## src/rtl/rx_baud_timer.sv

```systemverilog
// RX bit-timing engine: one mid-bit sample strobe per bit over a whole frame, with a runtime-loadable divisor.
// Optional x16 oversample tick output enabled by defining RX_BAUD_X16_EN.
module rx_baud_timer #(
    parameter int unsigned DIV_W       = 16,
    parameter int unsigned DEFAULT_DIV = 5208,
    parameter int unsigned FRAME_BITS  = 10,
    parameter int unsigned IDX_W       = 4
) (
    input  logic             CLK,
    input  logic             RSTn,
    input  logic             Start,
    input  logic             Abort,
    input  logic             Div_Load,
    input  logic [DIV_W-1:0] Div_Value,
    output logic             BPS_CLK,
    output logic [IDX_W-1:0] Bit_Idx,
    output logic             Busy,
    output logic             Frame_Done,
`ifdef RX_BAUD_X16_EN
    output logic             Os_Tick,
`endif
    output logic [DIV_W-1:0] Div_Active
);

`ifdef RX_BAUD_X16_EN
    localparam int unsigned DIV_MIN = 32;
`else
    localparam int unsigned DIV_MIN = 4;
`endif

    typedef enum logic {ST_IDLE, ST_RUN} state_t;

    state_t           state_q, state_d;
    logic [DIV_W-1:0] cnt_q, cnt_d;
    logic [IDX_W-1:0] bit_idx_q, bit_idx_d;
    logic             frame_done_q, frame_done_d;
    logic [DIV_W-1:0] div_active_q, div_active_d;
    logic [DIV_W-1:0] div_pend_q, div_pend_d;
    logic             pend_flag_q, pend_flag_d;

    logic [DIV_W-1:0] div_clamped;
    logic             bit_end;
    logic             last_bit;
    logic             busy_fall;

    // Clamp keeps the half-bit strobe clear of both counter ends
    assign div_clamped = (Div_Value < DIV_W'(DIV_MIN)) ? DIV_W'(DIV_MIN) : Div_Value;
    assign bit_end     = (cnt_q == div_active_q - DIV_W'(1));
    assign last_bit    = (bit_idx_q == IDX_W'(FRAME_BITS - 1));

    always_comb begin
        state_d      = state_q;
        cnt_d        = cnt_q;
        bit_idx_d    = bit_idx_q;
        frame_done_d = 1'b0;
        div_active_d = div_active_q;
        div_pend_d   = div_pend_q;
        pend_flag_d  = pend_flag_q;
        busy_fall    = 1'b0;

        case (state_q)
            ST_IDLE: begin
                if (Div_Load) begin
                    div_active_d = div_clamped;
                end
                if (Start && !Abort) begin
                    state_d   = ST_RUN;
                    cnt_d     = '0;
                    bit_idx_d = '0;
                end
            end
            ST_RUN: begin
                if (Div_Load) begin
                    div_pend_d  = div_clamped;
                    pend_flag_d = 1'b1;
                end
                if (Abort) begin
                    state_d   = ST_IDLE;
                    cnt_d     = '0;
                    bit_idx_d = '0;
                    busy_fall = 1'b1;
                end else if (bit_end) begin
                    cnt_d = '0;
                    if (last_bit) begin
                        state_d      = ST_IDLE;
                        bit_idx_d    = '0;
                        frame_done_d = 1'b1;
                        busy_fall    = 1'b1;
                    end else begin
                        bit_idx_d = bit_idx_q + IDX_W'(1);
                    end
                end else begin
                    cnt_d = cnt_q + DIV_W'(1);
                end
                // Deferred divisor takes effect only once the frame is over; a same-cycle load is the newest
                if (busy_fall) begin
                    if (Div_Load) begin
                        div_active_d = div_clamped;
                    end else if (pend_flag_q) begin
                        div_active_d = div_pend_q;
                    end
                    pend_flag_d = 1'b0;
                end
            end
            default: begin
                state_d = ST_IDLE;
            end
        endcase
    end

    always_ff @(posedge CLK or negedge RSTn) begin
        if (!RSTn) begin
            state_q      <= ST_IDLE;
            cnt_q        <= '0;
            bit_idx_q    <= '0;
            frame_done_q <= 1'b0;
            div_active_q <= DIV_W'(DEFAULT_DIV);
            div_pend_q   <= '0;
            pend_flag_q  <= 1'b0;
        end else begin
            state_q      <= state_d;
            cnt_q        <= cnt_d;
            bit_idx_q    <= bit_idx_d;
            frame_done_q <= frame_done_d;
            div_active_q <= div_active_d;
            div_pend_q   <= div_pend_d;
            pend_flag_q  <= pend_flag_d;
        end
    end

    assign Busy       = (state_q == ST_RUN);
    assign BPS_CLK    = Busy && (cnt_q == (div_active_q >> 1));
    assign Bit_Idx    = bit_idx_q;
    assign Frame_Done = frame_done_q;
    assign Div_Active = div_active_q;

`ifdef RX_BAUD_X16_EN
    logic [DIV_W-1:0] os_cnt_q, os_cnt_d;
    logic [4:0]       os_num_q, os_num_d;
    logic [DIV_W-1:0] os_period;
    logic             os_wrap;

    assign os_period = div_active_q >> 4;
    assign os_wrap   = (os_cnt_q == os_period - DIV_W'(1));

    // Oversample phase restarts at every bit boundary; ticks beyond 16 per bit are suppressed
    always_comb begin
        os_cnt_d = os_cnt_q;
        os_num_d = os_num_q;
        if (!Busy || bit_end || (state_d != ST_RUN)) begin
            os_cnt_d = '0;
            os_num_d = '0;
        end else if (os_wrap) begin
            os_cnt_d = '0;
            if (os_num_q < 5'd16) begin
                os_num_d = os_num_q + 5'd1;
            end
        end else begin
            os_cnt_d = os_cnt_q + DIV_W'(1);
        end
    end

    always_ff @(posedge CLK or negedge RSTn) begin
        if (!RSTn) begin
            os_cnt_q <= '0;
            os_num_q <= '0;
        end else begin
            os_cnt_q <= os_cnt_d;
            os_num_q <= os_num_d;
        end
    end

    assign Os_Tick = Busy && os_wrap && (os_num_q < 5'd16);
`endif

endmodule
```

## config.mk

```make
export PLATFORM = sky130hd
export DESIGN_NAME = rx_baud_timer
export DESIGN_NICKNAME = d
export VERILOG_FILES = /design/src/rtl/rx_baud_timer.sv
export SDC_FILE = /design/constraint.sdc
export NUM_CORES = 1
export LEC_CHECK = 0
export ABC_AREA = 1
export CAP_MARGIN = 10
export CELL_PAD_IN_SITES_DETAIL_PLACEMENT = 0
export CELL_PAD_IN_SITES_GLOBAL_PLACEMENT = 1
export CORE_ASPECT_RATIO = 1.1
export CORE_MARGIN = 2
export CORE_UTILIZATION = 25
export DETAILED_ROUTE_END_ITERATION = 8
export GPL_TIMING_DRIVEN = 0
export PLACE_DENSITY = 0.64
export SLEW_MARGIN = 20
export SYNTH_ARGS = -nofsm -noshare
export SYNTH_HDL_FRONTEND = slang
export SYNTH_SLANG_ARGS = --single-unit
```

## constraint.sdc

```tcl
create_clock -name CLK -period 5.5 [get_ports CLK]
set_clock_uncertainty 0.15 [all_clocks]
set_input_delay 1.375 -clock CLK [delete_from_list [all_inputs] [get_ports CLK]]
set_output_delay 1.375 -clock CLK [all_outputs]
set_load 0.02 [all_outputs]
```

==> implementation parameters <==
Parameter                              Value

Logic synthesis
  FFs w/ async S/R, synth ... 1.00
  Avg Inst Size Synth ... 7.12 sq um
  Leading cell types by count after synthesis ... 162 x nand2_1, 61 x inv_1, 50 x dfrtp_1
  Fraction of the yosys area taken by sequential cells ... 0.386
  Cell variety after synth ... 36
  Synthesized flop and latch total ... 55
  Number of enable-type register cells in the synthesized netlist ... 0
  Area share of the leading cell type in the synthesized netlist ... 0.349
  Dominant cells by area after synthesis ... dfrtp_1 35%, nand2_1 17%, inv_1 6.4%
  Most frequent cell after synthesis ... nand2_1
  Total of warnings raised by yosys ... 0
  Post-synthesis cell type with the largest combined area ... dfrtp_1
  Post-synthesis instance area ... 3580 sq um
  Commonest register cell after synthesis ... dfrtp_1
  Syn_nets ... 528
  Cells after Synth ... 503

Final layout
  Non-Filler Instances ... 743
  Area of the multi-input gates ... 1890 sq um
  Number of inserted diodes ... 0
  Utilization of the core after routing ... 0.319
  Fin area ... 4440 sq um
  Proportion of layout cells with a drive suffix above 1 ... 0.0649
  Net count, final ... 579
  Fill count ... 1,538
  Area overhead of the layout relative to synthesis ... 23.9%
  Register area ... 1380 sq um

Die
  Core footprint ... 13,900 sq um
  Standard-cell row count ... 45
  Number of top-level design ports ... 44
  Vert. Die Dim ... 130 um
  Effective utilization at floorplan ... 0.257
  Die Area ... 15,300 sq um
  Die width ... 118 um

Clock tree
  Root buffer selected by CTS ... clkbuf_16
  CTS Hold Bufs ... 0
  Number of CTS-inserted buffers ... 5
  Clock tree buffer depth ... 2
  Latest clock arrival within the worst-skew pair ... 0.29 ns
  Post-cts gate resize count ... 0
  Number of buffers added for setup after CTS ... 0
  CTS Sinks ... 55
  Clock tree from TritonCTS ... built
  Clock transition time at the flip-flop clock pins of the worst setup and hold paths ... 0.07 ns
  Clock H-tree levels ... 2

Critical path
  Type of the worst setup path ... reg -> out
  Critical path capture point type ... output pin
  Required time reported for the critical path endpoint ... 3.97 ns
  Slowest cell on crit path ... clkdlybuf4s50_1
  Cell mode on critical path ... nand2_1
  Cell breakdown of the critical path ... inv_1 -> nand2_1 -> o2111ai_1 -> a221oi_1 -> nand2_1 -> nor2_1 -> clkdlybuf4s50_1
  Worst-path maximum fanout ... 6
  Data arrival time of the worst path ... 2.32 ns
  Startpoint type of the worst setup path ... flip-flop
  Biggest cell delay along the critical path ... 0.63 ns
  Cell count of the worst reg-to-reg path ... 11

Route
  WL final ... 10.2 mm
  Number of nets still failing antenna checks after routing ... 0
  Wirelength per Cell ... 13.7 um
  Drt via density ... 4.49
  First-iteration detailed-routing DRC count ... 107
  Post-route DRC ... 0
  Iteration count of the initial detailed-routing pass ... 4
  Total via count in the routed design ... 3,338

STA
  Final setup violation count ... 0
  Setup repair after global routing missed its margin ... false
  Achievable frequency ... 260 MHz
  Remaining max-slew budget at the tightest pin ... 0.495
  Max-slew violations ... 0
  Min Clock Period, post-route ... 3.85 ns
  Final sum of negative setup slack ... 0 ns
  Transition time at the pin with the least slew margin ... 0.750 ns
  Fin. Hold Viols ... 0
  Share of the clock period used by the worst path ... 0.699

Placement
  IO buf count ... 43
  Routability Congestion ... 0.861
  Post-detail-place hpwl ... 8.15 mm
  Cells after DPL ... 735
  Post-placement cell area ... 4270 sq um

Power
  Static Leak ... 2.05 nW
  Largest vdd supply drop ... 0.167 mV
  Pwr per Cell Area ... 437 nW/um^2

Flow run
  Max-Cap Viols ... 0

Hold path
  Worst hold path class ... reg -> reg
  Worst hold path depth ... 2

Global routing
  Initial antenna violation count ... 0
  Number of global-route vias before repair ... 3,340
  Total global routing track utilization ... 0.138
  Global-route wire length before repair ... 16.9 mm
  Total congestion overflow ... 0
  Largest net degree at the start of global routing ... 56

Outcome
  Run status ... complete, no violations
## per-layer routing
layer	routed length (um)	vias to the layer above	track usage
met5	0	-	0
li1	-	1728	-
met4	156	0	0.0439
met3	245	11	0.0176
met1	4800	1551	0.171
met2	4990	48	0.250
## path summary, 6_finish.rpt
path / slack (ns) / start / to
min: 0.34 / div_pend_q[8] / div_pend_q[8]
min in group asynchronous: 0.90 / RSTn / div_pend_q[14]
max reg2reg: 2.78 / Div_Active[0] / cnt_q[10]
min reg2reg: 0.34 / div_pend_q[8] / div_pend_q[8]
max in group asynchronous: 3.99 / RSTn / Div_Active[4]
max: 1.65 / Div_Active[3] / BPS_CLK
## critical path, delay by kind of cell, from the launching register on
| kind | cells | cell delay (ns) |
|---|---|---|
| simple gates | 3 | 0.35 |
| buf+inv | 2 | 0.75 |
| compound gates | 2 | 0.32 |
| flops | 1 | 0.60 |
## metrics by stage
stage	power, mW	setup WS (ns)	hold slack [ns]
floorplan	1.25	2.52	0.303
detailed placement	1.60	1.90	0.324
finish	1.94	1.65	0.338
CTS	1.97	1.63	0.341
global placement	1.58	1.07	0.317
global route	2.12	1.42	0.363
## cells by family after synthesis
group,after synthesis,synth area share
and+or+nand+nor,284,0.357
buffers and inverters,75,0.0853
AOI/OAI and AO/OA,57,0.0894
DFF,55,0.386
xor gates and xnor gates,28,0.0685
adders and majority gates,4,0.0140
## final cells by class
class | instances | area share
clock inverters | 2 | 0.00846
flip-flops and latches | 55 | 0.312
inverters | 61 | 0.0516
clock buffers | 6 | 0.0290
multi-input cells | 373 | 0.427
repair buffers | 44 | 0.103
well taps | 188 | 0.0530
plain buffers | 14 | 0.0172
## cells in the final DEF, fill, tap and decap left out, types with 2 or more instances in the layout
cell type	synthesis	layout
a21oi_1	5	5
a221oi_1	2	2
buf_4	2	3
buf_6	2	2
clkbuf_1	9	10
clkbuf_16	0	5
clkdlybuf4s50_1	0	42
dfrtp_1	50	50
dfstp_2	5	5
ha_1	4	4
inv_1	61	61
nand2_1	162	162
nand2_2	2	2
nand2_4	2	2
nand3_1	22	22
nand3b_1	6	6
nand4_1	21	21
nor2_1	46	46
nor2_2	2	2
nor2_4	3	3
nor3_1	3	3
nor4_1	6	6
o2111ai_1	2	2
o21ai_0	35	35
o21ai_1	3	3
o22ai_1	7	7
or2_2	4	4
xnor2_1	8	8
xor2_1	20	20
## flip-flops by register name, summed over array words and instances (netlist names)
name / cells
Frame_Done: 1
Bit_Idx: 4
Busy: 1
div_pend_q: 16
Div_Active: 16
pend_flag_q: 1
cnt_q: 16
## power by group
group	internal [mW]	switching, mW
Sequential	0.521	0.164
Clock	0.215	0.147
Combinational	0.358	0.534
Total	1.09	0.845
(Power assumes the default switching activity.)
